[src/rtl/fp_convert_result_buffer.sv]
// fp_convert_result_buffer
// Registered two-entry skid buffer placed after the float format converter.
// Holds each converted float with its {invalid, overflow, underflow} flags and
// presents them on a valid/ready interface. Also keeps a sticky exception
// status register.
// Optional build macro FP_FLAG_COUNTERS_EN adds the COUNTER_WIDTH parameter and
// three saturating per-flag event counters.
//
//   state     | meaning
//   ----------+---------------------------------------------
//   ST_EMPTY  | nothing held, out_valid low
//   ST_ONE    | head register valid, skid register free
//   ST_FULL   | head and skid both valid, in_ready low
module fp_convert_result_buffer #(
  parameter int EXPONENT_WIDTH = 11,
  parameter int MANTISSA_WIDTH = 52
`ifdef FP_FLAG_COUNTERS_EN
  , parameter int COUNTER_WIDTH = 16
`endif
) (
  input  logic                                   clk,
  input  logic                                   rst_n,
  input  logic                                   in_valid_i,
  output logic                                   in_ready_o,
  input  logic [EXPONENT_WIDTH+MANTISSA_WIDTH:0] in_data_i,
  input  logic                                   in_underflow_i,
  input  logic                                   in_overflow_i,
  input  logic                                   in_invalid_i,
  output logic                                   out_valid_o,
  input  logic                                   out_ready_i,
  output logic [EXPONENT_WIDTH+MANTISSA_WIDTH:0] out_data_o,
  output logic [2:0]                             out_flags_o,
  output logic [1:0]                             occupancy_o,
  input  logic                                   sticky_clear_i,
`ifdef FP_FLAG_COUNTERS_EN
  output logic [COUNTER_WIDTH-1:0]               count_underflow_o,
  output logic [COUNTER_WIDTH-1:0]               count_overflow_o,
  output logic [COUNTER_WIDTH-1:0]               count_invalid_o,
`endif
  output logic [2:0]                             sticky_flags_o
);

  localparam int DATA_W  = EXPONENT_WIDTH + MANTISSA_WIDTH + 1;
  localparam int ENTRY_W = DATA_W + 3;

  typedef enum logic [1:0] {
    ST_EMPTY = 2'd0,
    ST_ONE   = 2'd1,
    ST_FULL  = 2'd2
  } state_e;

  state_e               state_q, state_d;
  logic [ENTRY_W-1:0]   head_q, head_d;
  logic [ENTRY_W-1:0]   skid_q, skid_d;
  logic                 in_ready_q, in_ready_d;
  logic [2:0]           sticky_q, sticky_d;

  logic [2:0]           in_flags;
  logic [ENTRY_W-1:0]   in_entry;
  logic                 push;
  logic                 pop;

  // Flags travel above the data bits so an entry is moved as one word.
  assign in_flags = {in_invalid_i, in_overflow_i, in_underflow_i};
  assign in_entry = {in_flags, in_data_i};
  assign push     = in_valid_i && in_ready_q;
  assign pop      = (state_q != ST_EMPTY) && out_ready_i;

  // Next occupancy and entry movement; the head only changes when it is
  // popped or loaded from empty, which keeps it stable under back-pressure.
  always_comb begin
    state_d = state_q;
    head_d  = head_q;
    skid_d  = skid_q;
    case (state_q)
      ST_EMPTY: begin
        if (push) begin
          head_d  = in_entry;
          state_d = ST_ONE;
        end
      end
      ST_ONE: begin
        if (push && pop) begin
          head_d = in_entry;
        end else if (push) begin
          skid_d  = in_entry;
          state_d = ST_FULL;
        end else if (pop) begin
          state_d = ST_EMPTY;
        end
      end
      ST_FULL: begin
        if (pop) begin
          head_d  = skid_q;
          state_d = ST_ONE;
        end
      end
      default: state_d = ST_EMPTY;
    endcase
    in_ready_d = (state_d != ST_FULL);
  end

  // Sticky status: clear first, then OR in the accepted flags so a new event
  // arriving with the clear survives.
  always_comb begin
    sticky_d = sticky_clear_i ? 3'b000 : sticky_q;
    if (push) begin
      sticky_d = sticky_d | in_flags;
    end
  end

  // State, storage and status registers.
  always_ff @(posedge clk or negedge rst_n) begin
    if (!rst_n) begin
      state_q    <= ST_EMPTY;
      head_q     <= '0;
      skid_q     <= '0;
      in_ready_q <= 1'b1;
      sticky_q   <= 3'b000;
    end else begin
      state_q    <= state_d;
      head_q     <= head_d;
      skid_q     <= skid_d;
      in_ready_q <= in_ready_d;
      sticky_q   <= sticky_d;
    end
  end

  assign in_ready_o     = in_ready_q;
  assign out_valid_o    = (state_q != ST_EMPTY);
  assign out_data_o     = head_q[DATA_W-1:0];
  assign out_flags_o    = head_q[ENTRY_W-1:DATA_W];
  assign occupancy_o    = state_q;
  assign sticky_flags_o = sticky_q;

`ifdef FP_FLAG_COUNTERS_EN
  localparam logic [COUNTER_WIDTH-1:0] CNT_ONE = {{(COUNTER_WIDTH-1){1'b0}}, 1'b1};

  logic [COUNTER_WIDTH-1:0] cnt_q [3];
  logic [COUNTER_WIDTH-1:0] cnt_d [3];

  // Per-flag counters: clear, then saturating increment on an accepted event.
  always_comb begin
    for (int i = 0; i < 3; i++) begin
      cnt_d[i] = sticky_clear_i ? '0 : cnt_q[i];
      if (push && in_flags[i] && (cnt_d[i] != '1)) begin
        cnt_d[i] = cnt_d[i] + CNT_ONE;
      end
    end
  end

  // Counter registers.
  always_ff @(posedge clk or negedge rst_n) begin
    if (!rst_n) begin
      for (int i = 0; i < 3; i++) begin
        cnt_q[i] <= '0;
      end
    end else begin
      for (int i = 0; i < 3; i++) begin
        cnt_q[i] <= cnt_d[i];
      end
    end
  end

  assign count_underflow_o = cnt_q[0];
  assign count_overflow_o  = cnt_q[1];
  assign count_invalid_o   = cnt_q[2];
`endif

endmodule

[config.mk]
export PLATFORM = sky130hd
export DESIGN_NAME = fp_convert_result_buffer
export DESIGN_NICKNAME = d
export VERILOG_FILES = /design/src/rtl/fp_convert_result_buffer.sv
export SDC_FILE = /design/constraint.sdc
export NUM_CORES = 1
export LEC_CHECK = 0
export CAP_MARGIN = 20
export CORE_MARGIN = 5
export CORE_UTILIZATION = 51
export CTS_CLUSTER_DIAMETER = 120
export DETAILED_ROUTE_END_ITERATION = 8
export GPL_TIMING_DRIVEN = 1
export PLACE_DENSITY = 0.84
export SETUP_SLACK_MARGIN = 0.15
export SLEW_MARGIN = 40
export SYNTH_ARGS = -nofsm -noshare
export SYNTH_HDL_FRONTEND = slang
export SYNTH_SLANG_ARGS = --single-unit
[constraint.sdc]
create_clock -name clk -period 2 [get_ports clk]
set_input_delay 0.2 -clock clk [delete_from_list [all_inputs] [get_ports clk]]
set_output_delay 0.2 -clock clk [all_outputs]
set_load 0.005 [all_outputs]
-- Word level (Yosys, flattened, before mapping)
Index checks and enable logic that the tools add are counted.
- bits in registers: 140
- word-level logic and storage cells: 33
- output and inout port bits: 74
- eq/ne operators: 6
- muxes and demuxes: 12
- bitwise operators: 2
- reductions and logical operators: 8
- operators with widths (operator ; number):
    67-bit 2-to-1 mux ; 3
    67-bit one-hot mux with 3 select lines ; 1
    2-bit 2-to-1 mux ; 5
    2-bit != test (second input constant) ; 4
    3-bit 2-to-1 mux ; 2
    2-bit one-hot mux with 3 select lines ; 1
    4-bit AND reduction ; 1
    1-bit logical AND ; 3
    3-bit bitwise OR ; 1
    3-bit AND reduction ; 1
    3-bit nonzero test ; 1
    2-bit by 1-bit == test with 1-bit output (second input constant) ; 1
    2-bit == test (second input constant) ; 1
    2-bit logical NOT ; 1
    2-bit nonzero test ; 1
    1-bit NOT ; 1

-- Longest topological paths before layout
Gate-level depths: netlist of run 1.
- depth in word-level cells: 7
- mapped depth: 5
- mapped depth without buffers: 3

-- Worst setup path after synthesis of run 1
OpenSTA, ideal clock, no wires.
- path type: register -> register
- from: register in_ready_q, in the netlist in_ready_o
- to: register skid_q[36]
- slack: 0.294 ns
- stages on the path, launching flop included: 6
- arrival: 1.578 ns
- cells stage by stage: dfstp_2 nand2_1 nor3b_2 buf_4 buf_6 mux2_1
- longest elaborated chain between the ends: 4
- ends and longest elaborated chain (item ; line ; source):
    start: declaration ; 55 ; logic in_ready_q, in_ready_d;
    start signal: assignment ; 124 ; in_ready_q <= in_ready_d;
    1-bit logical AND * ; 66 ; assign push = in_valid_i && in_ready_q;
    1-bit logical AND ; 83 ; if (push && pop) begin
    1-bit NOT (no line) ; - ;
    3-bit AND reduction (no line) * ; - ;
    end signal: assignment ; 123 ; skid_q <= skid_d;
    end: declaration ; 54 ; logic [ENTRY_W-1:0] skid_q, skid_d;
Mark *: on every way between the ends. The rest lies on a longest branch, timed or not.
A chain may end at the register's enable or synchronous reset.

-- Worst setup path in the final report of run 1
- from: register in_ready_q, in the netlist in_ready_o
- to: register skid_q[29]
The elaborated chain is that of the path after synthesis.

==> flow_summary.html, run 1 <==
<table>
<tr><th>Metric</th><th>Value</th></tr>
<tr><th colspan="2">Global route</th></tr>
<tr><td>Global-route usage over all layers</td><td>19.6%</td></tr>
<tr><td>Number of global-route vias before repair</td><td>4,257</td></tr>
<tr><td>Initial antenna violation count</td><td>0</td></tr>
<tr><td>Total grt overflow</td><td>0</td></tr>
<tr><td>Pin count of the biggest net entering global routing</td><td>65</td></tr>
<tr><td>First-pass GRT wire length</td><td>22.3 mm</td></tr>
<tr><th colspan="2">Critical path</th></tr>
<tr><td>Slowest CP cell</td><td>dfstp_2</td></tr>
<tr><td>Reg-to-reg critical path endpoint</td><td>skid_q[29]$_DFFE_PN0P_</td></tr>
<tr><td>Cell family with the largest share of critical-path delay</td><td>flip-flops</td></tr>
<tr><td>Highest fanout seen on the critical path</td><td>20</td></tr>
<tr><td>Stage delay of the slowest cell on the critical path</td><td>0.57 ns</td></tr>
<tr><td>Req. time, crit path</td><td>2.30 ns</td></tr>
<tr><td>Launching point of the worst reg2reg path</td><td>in_ready_o$_DFF_PN1_</td></tr>
<tr><td>Critical Path Source Type</td><td>flip-flop</td></tr>
<tr><td>R2R depth</td><td>5</td></tr>
<tr><td>Cells along the critical path</td><td>nand2_2 &gt; nor3b_4 &gt; buf_4 &gt; bufbuf_16 &gt; mux2_2</td></tr>
<tr><td>Critical path class</td><td>flip-flop to flip-flop</td></tr>
<tr><td>Data arrival time of the critical path</td><td>2.13 ns</td></tr>
<tr><td>Worst path buffer plus inverter count</td><td>2</td></tr>
<tr><td>CP endpoint kind</td><td>flip-flop</td></tr>
<tr><td>Register-to-register setup slack</td><td>0.17 ns</td></tr>
<tr><th colspan="2">Place</th></tr>
<tr><td>Total instance count after detailed placement</td><td>696</td></tr>
<tr><td>Routability congestion estimate</td><td>0.733</td></tr>
<tr><td>Cell Area, Placed</td><td>8120 sq um</td></tr>
<tr><td>Port bufs</td><td>145</td></tr>
<tr><td>HPWL after detailed placement</td><td>9.68 mm</td></tr>
<tr><th colspan="2">Synthesis</th></tr>
<tr><td>Synth Warn #</td><td>0</td></tr>
<tr><td>Number of distinct library cells after synthesis</td><td>24</td></tr>
<tr><td>Synthesized cell area</td><td>6420 sq um</td></tr>
<tr><td>Net Count, Synth</td><td>457</td></tr>
<tr><td>Register area share after synthesis</td><td>54.6%</td></tr>
<tr><td>Synthesized area per cell</td><td>16.7 sq um</td></tr>
<tr><td>Instance count of the mapped netlist</td><td>385</td></tr>
<tr><td>Number of flip-flops and latches in the synthesized netlist</td><td>140</td></tr>
<tr><th colspan="2">Final layout</th></tr>
<tr><td>Post-Route Utilization</td><td>71.2%</td></tr>
<tr><td>Number of nets in the layout</td><td>623</td></tr>
<tr><td>Storage element area</td><td>3510 sq um</td></tr>
<tr><td>ANT cells</td><td>0</td></tr>
<tr><td>Cell area after layout</td><td>8870 sq um</td></tr>
<tr><td>Area of combinational cells with multiple inputs</td><td>2720 sq um</td></tr>
<tr><td>Most common cell after layout, fill and taps aside</td><td>clkdlybuf4s50_1</td></tr>
<tr><td>Proportion of layout cells with a drive suffix above 1</td><td>40.6%</td></tr>
<tr><td>Area grow syn2layout</td><td>38.1%</td></tr>
<tr><td>Fin cells</td><td>736</td></tr>
<tr><td>FILL cells</td><td>810</td></tr>
<tr><td>Most used cells in the layout excluding fill and tap cells</td><td>clkdlybuf4s50_1 (143), dfrtp_1 (137), mux2_2 (91)</td></tr>
<tr><th colspan="2">Detailed routing</th></tr>
<tr><td>Number of nets still failing antenna checks after routing</td><td>0</td></tr>
<tr><td>Total detailed-routing wirelength</td><td>14.0 mm</td></tr>
<tr><td>Vias per cell</td><td>5.13</td></tr>
<tr><td>Routed len/inst</td><td>19.0 um</td></tr>
<tr><td># DRC</td><td>0</td></tr>
<tr><td>DRC marker count from the first detailed-route iteration</td><td>170</td></tr>
<tr><td>Via count</td><td>3,779</td></tr>
<tr><td>Number of detailed-route iterations in the first pass</td><td>4</td></tr>
<tr><th colspan="2">Die</th></tr>
<tr><td>Die outline height</td><td>122 um</td></tr>
<tr><td>Width of the die</td><td>122 um</td></tr>
<tr><td>Rows</td><td>41</td></tr>
<tr><td>Core Box Area</td><td>12,500 sq um</td></tr>
<tr><td>Starting utilization of the core area</td><td>51.5%</td></tr>
<tr><td>I/O pins</td><td>146</td></tr>
<tr><td>Area enclosed by the die boundary</td><td>14,900 sq um</td></tr>
<tr><th colspan="2">STA</th></tr>
<tr><td>Period utilization</td><td>91.6%</td></tr>
<tr><td>Final max-slew violation count</td><td>0</td></tr>
<tr><td>Worst Hold Margin</td><td>0.273 ns</td></tr>
<tr><td>Final Skew</td><td>0.00516 ns</td></tr>
<tr><td>Transition time at the pin with the least slew margin</td><td>0.413 ns</td></tr>
<tr><td>Worst max-slew margin expressed relative to the limit</td><td>72.5%</td></tr>
<tr><td>RSZ-0062 raised after global routing</td><td>yes</td></tr>
<tr><td>Total of endpoints with negative setup slack in the final report</td><td>0</td></tr>
<tr><td>Max Freq</td><td>0.546 GHz</td></tr>
<tr><td>Time the final worst path needs with I/O delays and setup</td><td>1.83 ns</td></tr>
<tr><td>Hold Fails Final Rpt</td><td>0</td></tr>
<tr><th colspan="2">Clock tree</th></tr>
<tr><td>Worst-skew pair later-pin latency</td><td>0.42 ns</td></tr>
<tr><td>Clock Tree Buf Depth</td><td>2</td></tr>
<tr><td>Clock tree from TritonCTS</td><td>built</td></tr>
<tr><td>Num Clock Sinks</td><td>140</td></tr>
<tr><td>Number of buffers added by the clock tree synthesis step</td><td>17</td></tr>
<tr><td>Clock edge transition at the registers on the reported setup and hold paths</td><td>0.05 ns</td></tr>
<tr><td>CTS HTree Levels</td><td>4</td></tr>
<tr><td>Clock root buffer</td><td>clkbuf_16</td></tr>
<tr><th colspan="2">Min path</th></tr>
<tr><td>Hold/Removal Path Class</td><td>primary input to async pin</td></tr>
<tr><th colspan="2">Pwr</th></tr>
<tr><td>Power per unit of standard cell area</td><td>1510 nW/um^2</td></tr>
<tr><td>Static Leak</td><td>3.83 nW</td></tr>
<tr><td>Net switching power</td><td>3.46 mW</td></tr>
<tr><td>Cell-internal power</td><td>9.90 mW</td></tr>
<tr><td>Seq pwr share</td><td>37.9%</td></tr>
<tr><td>Peak supply drop</td><td>0.815 mV</td></tr>
<tr><td>Fraction of power spent switching nets</td><td>25.9%</td></tr>
<tr><td>Combinational fraction of design power</td><td>37.4%</td></tr>
<tr><td>Share of power burned in the clock network</td><td>24.6%</td></tr>
<tr><th colspan="2">Flow run</th></tr>
<tr><td>Max-cap violation count</td><td>0</td></tr>
<tr><th colspan="2">Outcome</th></tr>
<tr><td>Result of the run</td><td>complete, no violations</td></tr>
</table>
cells by family after synthesis:
| kind of cell | after synthesis | synth area share, % |
|---|---|---|
| mux | 202 | 40.1 |
| buf+inv | 25 | 3.33 |
| compound gates | 6 | 0.682 |
| flops | 140 | 54.6 |
| simple gates | 12 | 1.36 |
final cells by class:
type	count	share of cell area, %
Sequential cell	140	39.5
Multi-Input combinational cell	220	30.7
Tap cell	172	2.43
Clock inverter	7	1.52
Clock buffer	25	5.47
Inverter	4	0.169
Timing Repair Buffer	168	20.2
Yosys cell counts:
cell / count / area [sq um]
a21o_1: 1 / 7.51
and2b_4: 1 / 10.0
buf_2: 6 / 30.0
buf_4: 3 / 22.5
buf_6: 9 / 101
buf_8: 3 / 45.0
dfrtp_1: 139 / 3480
dfstp_2: 1 / 26.3
inv_1: 4 / 15.0
mux2_1: 30 / 338
mux2_2: 91 / 1020
mux2_4: 80 / 1200
mux2i_1: 1 / 10.0
nand2_1: 1 / 3.75
nand2b_1: 1 / 6.26
nand3_1: 3 / 15.0
nand3b_1: 1 / 7.51
nand4b_1: 2 / 17.5
nor2b_1: 1 / 6.26
nor3b_2: 1 / 12.5
o211ai_2: 1 / 12.5
o21ai_0: 3 / 15.0
o221ai_1: 1 / 8.76
or2_4: 1 / 8.76
worst max-delay path by stage:
stage / cells after the start / slack (ns) / endpoint / startpoint
finish: 5 / 0.17 / skid_q[29]$_DFFE_PN0P_ / in_ready_o$_DFF_PN1_
global placement: 5 / 0.06 / head_q[60]$_DFFE_PN0P_ / in_valid_i
CTS: 2 / 0.13 / out_valid_o / occupancy_o[1]$_DFF_PN0_
detailed placement: 5 / -0.006 / skid_q[0]$_DFFE_PN0P_ / out_ready_i
global route: 5 / 0.06 / skid_q[49]$_DFFE_PN0P_ / in_ready_o$_DFF_PN1_
floorplan: 5 / 0.29 / skid_q[36]$_DFFE_PN0P_ / in_ready_o$_DFF_PN1_
worst register-to-register path, cell delays in order (launching register included):
cell and delay (ns):
dfstp_2 0.57, nand2_2 0.11, nor3b_4 0.19, buf_4 0.18
bufbuf_16 0.32, mux2_2 0.35
flip-flops by register name, indices dropped and copies added (netlist names):
| register | flops |
|---|---|
| skid_q | 67 |
| occupancy_o | 2 |
| sticky_flags_o | 3 |
| head_q | 67 |
| in_ready_o | 1 |
repair_timing:
| action | 4_1_cts | 5_1_grt |
|---|---|---|
| endpoints found under the hold margin | 41 | 0 |
| hold buffers | 1 | 0 |
| gates cloned | 1 | 1 |
| pin swaps | 1 | 0 |
| gates resized for setup | 2 | 3 |
| buffers inserted | 2 | 3 |
| endpoints found under the setup margin | 87 | 66 |
per-layer routing:
metal	routed length [um]	vias up	global-route usage, %
li1	-	1710	-
met1	5960	1937	24.2
met2	6880	115	31.7
met3	923	17	6.77
met4	193	0	7.70
met5	0	-	0
per-stage QoR:
step	worst slack [ns]	setup TNS, ns	power, mW
after floorplan	0.294	0	7.63
after global placement	0.0588	0	9.75
after detailed placement	-0.00630	-0.0216	9.99
after CTS	0.128	0	13.4
after global routing	0.0646	0	14.1
final	0.169	0	13.4
power by group through the flow:
| stage | clock network [mW] | registers, mW | logic (mW) |
|---|---|---|---|
| 6_report | 3.29 | 5.07 | 5.00 |
| 5_1_grt | 3.48 | 5.24 | 5.33 |
| 4_1_cts | 3.36 | 5.08 | 4.98 |
| 3_5_place_dp | 0 | 5.10 | 4.89 |
| 3_3_place_gp | 0 | 5.01 | 4.74 |
| 2_1_floorplan | 0 | 4.95 | 2.69 |
Power figures use the tool's default switching activity.
==> inputs of run 2 (changes only) <==
--- a/config.mk
+++ b/config.mk
@@ -6,7 +6,7 @@
 export NUM_CORES = 1
 export LEC_CHECK = 0
 export CAP_MARGIN = 20
-export CORE_MARGIN = 5
+export CORE_MARGIN = 2
 export CORE_UTILIZATION = 51
 export CTS_CLUSTER_DIAMETER = 120
 export DETAILED_ROUTE_END_ITERATION = 8
==> flow_summary.html, run 2 (synthesis gave the netlist of run 1 again) <==
<table>
<tr><th>Metric</th><th>Value</th></tr>
<tr><th colspan="2">Pwr</th></tr>
<tr><td>Combinational fraction of design power</td><td>38.0% (+0.6 points)</td></tr>
<tr><td>Static Leak</td><td>3.75 nW (-2.1%)</td></tr>
<tr><td>Share of power burned in the clock network</td><td>21.8% (-2.8 points)</td></tr>
<tr><td>Peak supply drop</td><td>0.654 mV (-20%)</td></tr>
<tr><td>Net switching power</td><td>3.42 mW (-1.3%)</td></tr>
<tr><td>Power per unit of standard cell area</td><td>1460 nW/um^2 (-3.1%)</td></tr>
<tr><td>Fraction of power spent switching nets</td><td>26.9% (+1.0 points)</td></tr>
<tr><td>Seq pwr share</td><td>40.2% (+2.3 points)</td></tr>
<tr><td>Cell-internal power</td><td>9.28 mW (-6.2%)</td></tr>
<tr><th colspan="2">Final layout</th></tr>
<tr><td>Area grow syn2layout</td><td>35.5%</td></tr>
<tr><td>Fin cells</td><td>726 (-1.4%)</td></tr>
<tr><td>Proportion of layout cells with a drive suffix above 1</td><td>40.3% (-0.28 points)</td></tr>
<tr><td>Most common cell after layout, fill and taps aside</td><td>clkdlybuf4s50_1</td></tr>
<tr><td>Cell area after layout</td><td>8700 sq um (-1.9%)</td></tr>
<tr><td>FILL cells</td><td>817 (+0.86%)</td></tr>
<tr><td>Most used cells in the layout excluding fill and tap cells</td><td>clkdlybuf4s50_1 (144), dfrtp_1 (137), mux2_2 (91)</td></tr>
<tr><td>Number of nets in the layout</td><td>617 (-0.96%)</td></tr>
<tr><td>ANT cells</td><td>0 (unchanged)</td></tr>
<tr><th colspan="2">Critical path</th></tr>
<tr><td>Highest fanout seen on the critical path</td><td>7 (-65%)</td></tr>
<tr><td>Stage delay of the slowest cell on the critical path</td><td>0.45 ns (-0.12 ns)</td></tr>
<tr><td>Cell family with the largest share of critical-path delay</td><td>flip-flops</td></tr>
<tr><td>Worst path buffer plus inverter count</td><td>1 (-1)</td></tr>
<tr><td>Crit. Startpoint</td><td>occupancy_o[0]$_DFF_PN0_</td></tr>
<tr><td>Slowest CP cell</td><td>dfrtp_2</td></tr>
<tr><td>CP endpoint kind</td><td>primary output</td></tr>
<tr><td>Data arrival time of the critical path</td><td>1.62 ns (-0.51 ns)</td></tr>
<tr><td>Req. time, crit path</td><td>1.80 ns (-0.50 ns)</td></tr>
<tr><td>Launching point of the worst reg2reg path</td><td>in_ready_o$_DFF_PN1_</td></tr>
<tr><td>Critical Path Source Type</td><td>flip-flop</td></tr>
<tr><td>Cells along the critical path</td><td>or2_4 &gt; clkdlybuf4s50_1</td></tr>
<tr><td>Critical path class</td><td>flip-flop to primary output</td></tr>
<tr><th colspan="2">Detailed routing</th></tr>
<tr><td>Number of detailed-route iterations in the first pass</td><td>4 (unchanged)</td></tr>
<tr><td>DR WL met2</td><td>6.65 mm (-3.4%)</td></tr>
<tr><td>Met3 layer wire length in the routed design</td><td>769 um (-17%)</td></tr>
<tr><td># DRC</td><td>0 (unchanged)</td></tr>
<tr><td>Max Used Layer</td><td>met4</td></tr>
<tr><td>Number of nets still failing antenna checks after routing</td><td>0 (unchanged)</td></tr>
<tr><td>Total detailed-routing wirelength</td><td>13.5 mm (-3.4%)</td></tr>
<tr><td>Via count</td><td>3,794 (+0.40%)</td></tr>
<tr><td>Routed len/inst</td><td>18.6 um (-2.1%)</td></tr>
<tr><td>Vias per cell</td><td>5.23 (+1.8%)</td></tr>
<tr><td>Sum of routed wire segments on met1</td><td>5.82 mm (-2.3%)</td></tr>
<tr><td>DRC marker count from the first detailed-route iteration</td><td>163 (-4.1%)</td></tr>
<tr><th colspan="2">STA</th></tr>
<tr><td>Final max-slew violation count</td><td>0 (unchanged)</td></tr>
<tr><td>Final Skew</td><td>0.00838 ns (+0.00322 ns)</td></tr>
<tr><td>Transition time at the pin with the least slew margin</td><td>0.438 ns (+0.0257 ns)</td></tr>
<tr><td>Time the final worst path needs with I/O delays and setup</td><td>1.82 ns (-0.0106 ns)</td></tr>
<tr><td>Period utilization</td><td>91.0% (-0.53 points)</td></tr>
<tr><td>Hold Fails Final Rpt</td><td>0 (unchanged)</td></tr>
<tr><td>RSZ-0062 raised after global routing</td><td>yes</td></tr>
<tr><td>Total of endpoints with negative setup slack in the final report</td><td>0 (unchanged)</td></tr>
<tr><td>Max Freq</td><td>0.549 GHz (+0.58%)</td></tr>
<tr><td>Crit path setup slack, layout</td><td>0.179 ns (+0.0106 ns)</td></tr>
<tr><td>Worst max-slew margin expressed relative to the limit</td><td>70.8% (-1.7 points)</td></tr>
<tr><td>Post-Route Setup TNS</td><td>0 ns (unchanged)</td></tr>
<tr><td>Worst Hold Margin</td><td>0.290 ns (+0.0170 ns)</td></tr>
<tr><th colspan="2">Outcome</th></tr>
<tr><td>Result of the run</td><td>complete, no violations</td></tr>
<tr><th colspan="2">Clock tree</th></tr>
<tr><td>Clock root buffer</td><td>clkbuf_16</td></tr>
<tr><td>Num Clock Sinks</td><td>140 (unchanged)</td></tr>
<tr><td>Worst-skew pair later-pin latency</td><td>0.42 ns (about the same)</td></tr>
<tr><td>CTS HTree Levels</td><td>4 (unchanged)</td></tr>
<tr><td>Clock edge transition at the registers on the reported setup and hold paths</td><td>0.06 ns (about the same)</td></tr>
<tr><td>Clock Tree Buf Depth</td><td>2 (unchanged)</td></tr>
<tr><td>Clock tree from TritonCTS</td><td>built</td></tr>
<tr><td>Number of buffers added by the clock tree synthesis step</td><td>17 (unchanged)</td></tr>
<tr><th colspan="2">Place</th></tr>
<tr><td>Port bufs</td><td>145 (unchanged)</td></tr>
<tr><td>Cell Area, Placed</td><td>8090 sq um (-0.34%)</td></tr>
<tr><td>Total instance count after detailed placement</td><td>689 (-1.0%)</td></tr>
<tr><td>Routability congestion estimate</td><td>0.751 (+2.3%)</td></tr>
<tr><td>Setup WS pre-CTS</td><td>0.00268 ns (+0.00897 ns)</td></tr>
<tr><td>HPWL after detailed placement</td><td>8.93 mm (-7.8%)</td></tr>
<tr><th colspan="2">Die</th></tr>
<tr><td>Rows</td><td>40 (-2.4%)</td></tr>
<tr><td>I/O pins</td><td>146 (unchanged)</td></tr>
<tr><td>Width of the die</td><td>116 um (-4.9%)</td></tr>
<tr><td>Core Box Area</td><td>12,200 sq um (-2.4%)</td></tr>
<tr><td>Area enclosed by the die boundary</td><td>13,500 sq um (-9.6%)</td></tr>
<tr><td>Die outline height</td><td>116 um (-4.9%)</td></tr>
<tr><td>Starting utilization of the core area</td><td>52.8% (+1.3 points)</td></tr>
<tr><th colspan="2">Global route</th></tr>
<tr><td>Pin count of the biggest net entering global routing</td><td>54 (-17%)</td></tr>
<tr><td>Initial antenna violation count</td><td>0 (unchanged)</td></tr>
<tr><td>First-pass GRT wire length</td><td>21.7 mm (-2.4%)</td></tr>
<tr><td>Global-route usage over all layers</td><td>21.4% (+1.8 points)</td></tr>
<tr><td>Number of global-route vias before repair</td><td>4,200 (-1.3%)</td></tr>
<tr><td>Total grt overflow</td><td>0 (unchanged)</td></tr>
<tr><th colspan="2">Flow run</th></tr>
<tr><td>Max-cap violation count</td><td>0 (unchanged)</td></tr>
<tr><th colspan="2">Min path</th></tr>
<tr><td>Hold/Removal Path Class</td><td>primary input to async pin</td></tr>
</table>
==> run 2: cell types whose count changed in the layout (fill, tap and decap cells not counted) <==
cell,previous run,this run
buf_12,9,8
buf_4,10,6
buf_6,2,1
bufinv_16,4,0
clkbuf_1,5,3
clkdlybuf4s50_1,143,144
clkinv_2,3,9
dlymetal6s2s_1,1,0
==> run 2: power groups by stage <==
| stage | clock [mW] | sequential, mW | combinational [mW] |
|---|---|---|---|
| 3_3_place_gp | 0 | 5.02 | 4.64 |
| 5_1_grt | 2.94 | 5.29 | 5.18 |
| 6_report | 2.77 | 5.11 | 4.82 |
| 3_5_place_dp | 0 | 5.12 | 4.80 |
| 2_1_floorplan | 0 | 4.95 | 2.69 |
| 4_1_cts | 2.82 | 5.11 | 4.88 |
==> run 2: worst paths after layout <==
check	to	slack [ns]	cells past startpoint
max	out_valid_o	0.18	2
min in group clk	sticky_flags_o[1]$_DFF_PN0_	0.41	2
min	head_q[28]$_DFFE_PN0P_	0.29	2
max reg2reg	head_q[66]$_DFFE_PN0P_	0.18	4
min reg2reg	skid_q[50]$_DFFE_PN0P_	0.48	1
max in group asynchronous	in_ready_o$_DFF_PN1_	1.06	3
==> run 2: metal layers <==
metal  up-vias  global-route usage [%]
met5         -                       0
met4         0                    8.17
met3        22                    6.43
met2       114                    35.3
met1      1939                    26.8
li1       1719                       -
==> run 2: stage by stage <==
step,utilization [%],total power [mW]
2_1_floorplan,-,7.63
3_3_place_gp,66.5,9.66
3_5_place_dp,66.5,9.92
4_1_cts,71.3,12.8
5_1_grt,71.6,13.4
6_report,71.6,12.7
==> run 2: cell type report <==
class | count | area (sq um) | share of cell area [%]
inverters | 4 | 15.0 | 0.173
well taps | 168 | 210 | 2.42
repair buffers | 162 | 1730 | 19.8
flip-flops and latches | 140 | 3510 | 40.3
clock inverters | 9 | 45.0 | 0.518
clock buffers | 23 | 478 | 5.49
multi-input cells | 220 | 2720 | 31.3
==> run 2: repair_timing <==
item	4_1_cts	5_1_grt
setup endpoints to repair	94	36
cloned	1	1
gates resized for setup	2	1
endpoints found under the hold margin	43	0
hold buffers	1	0
buffers inserted	1	1
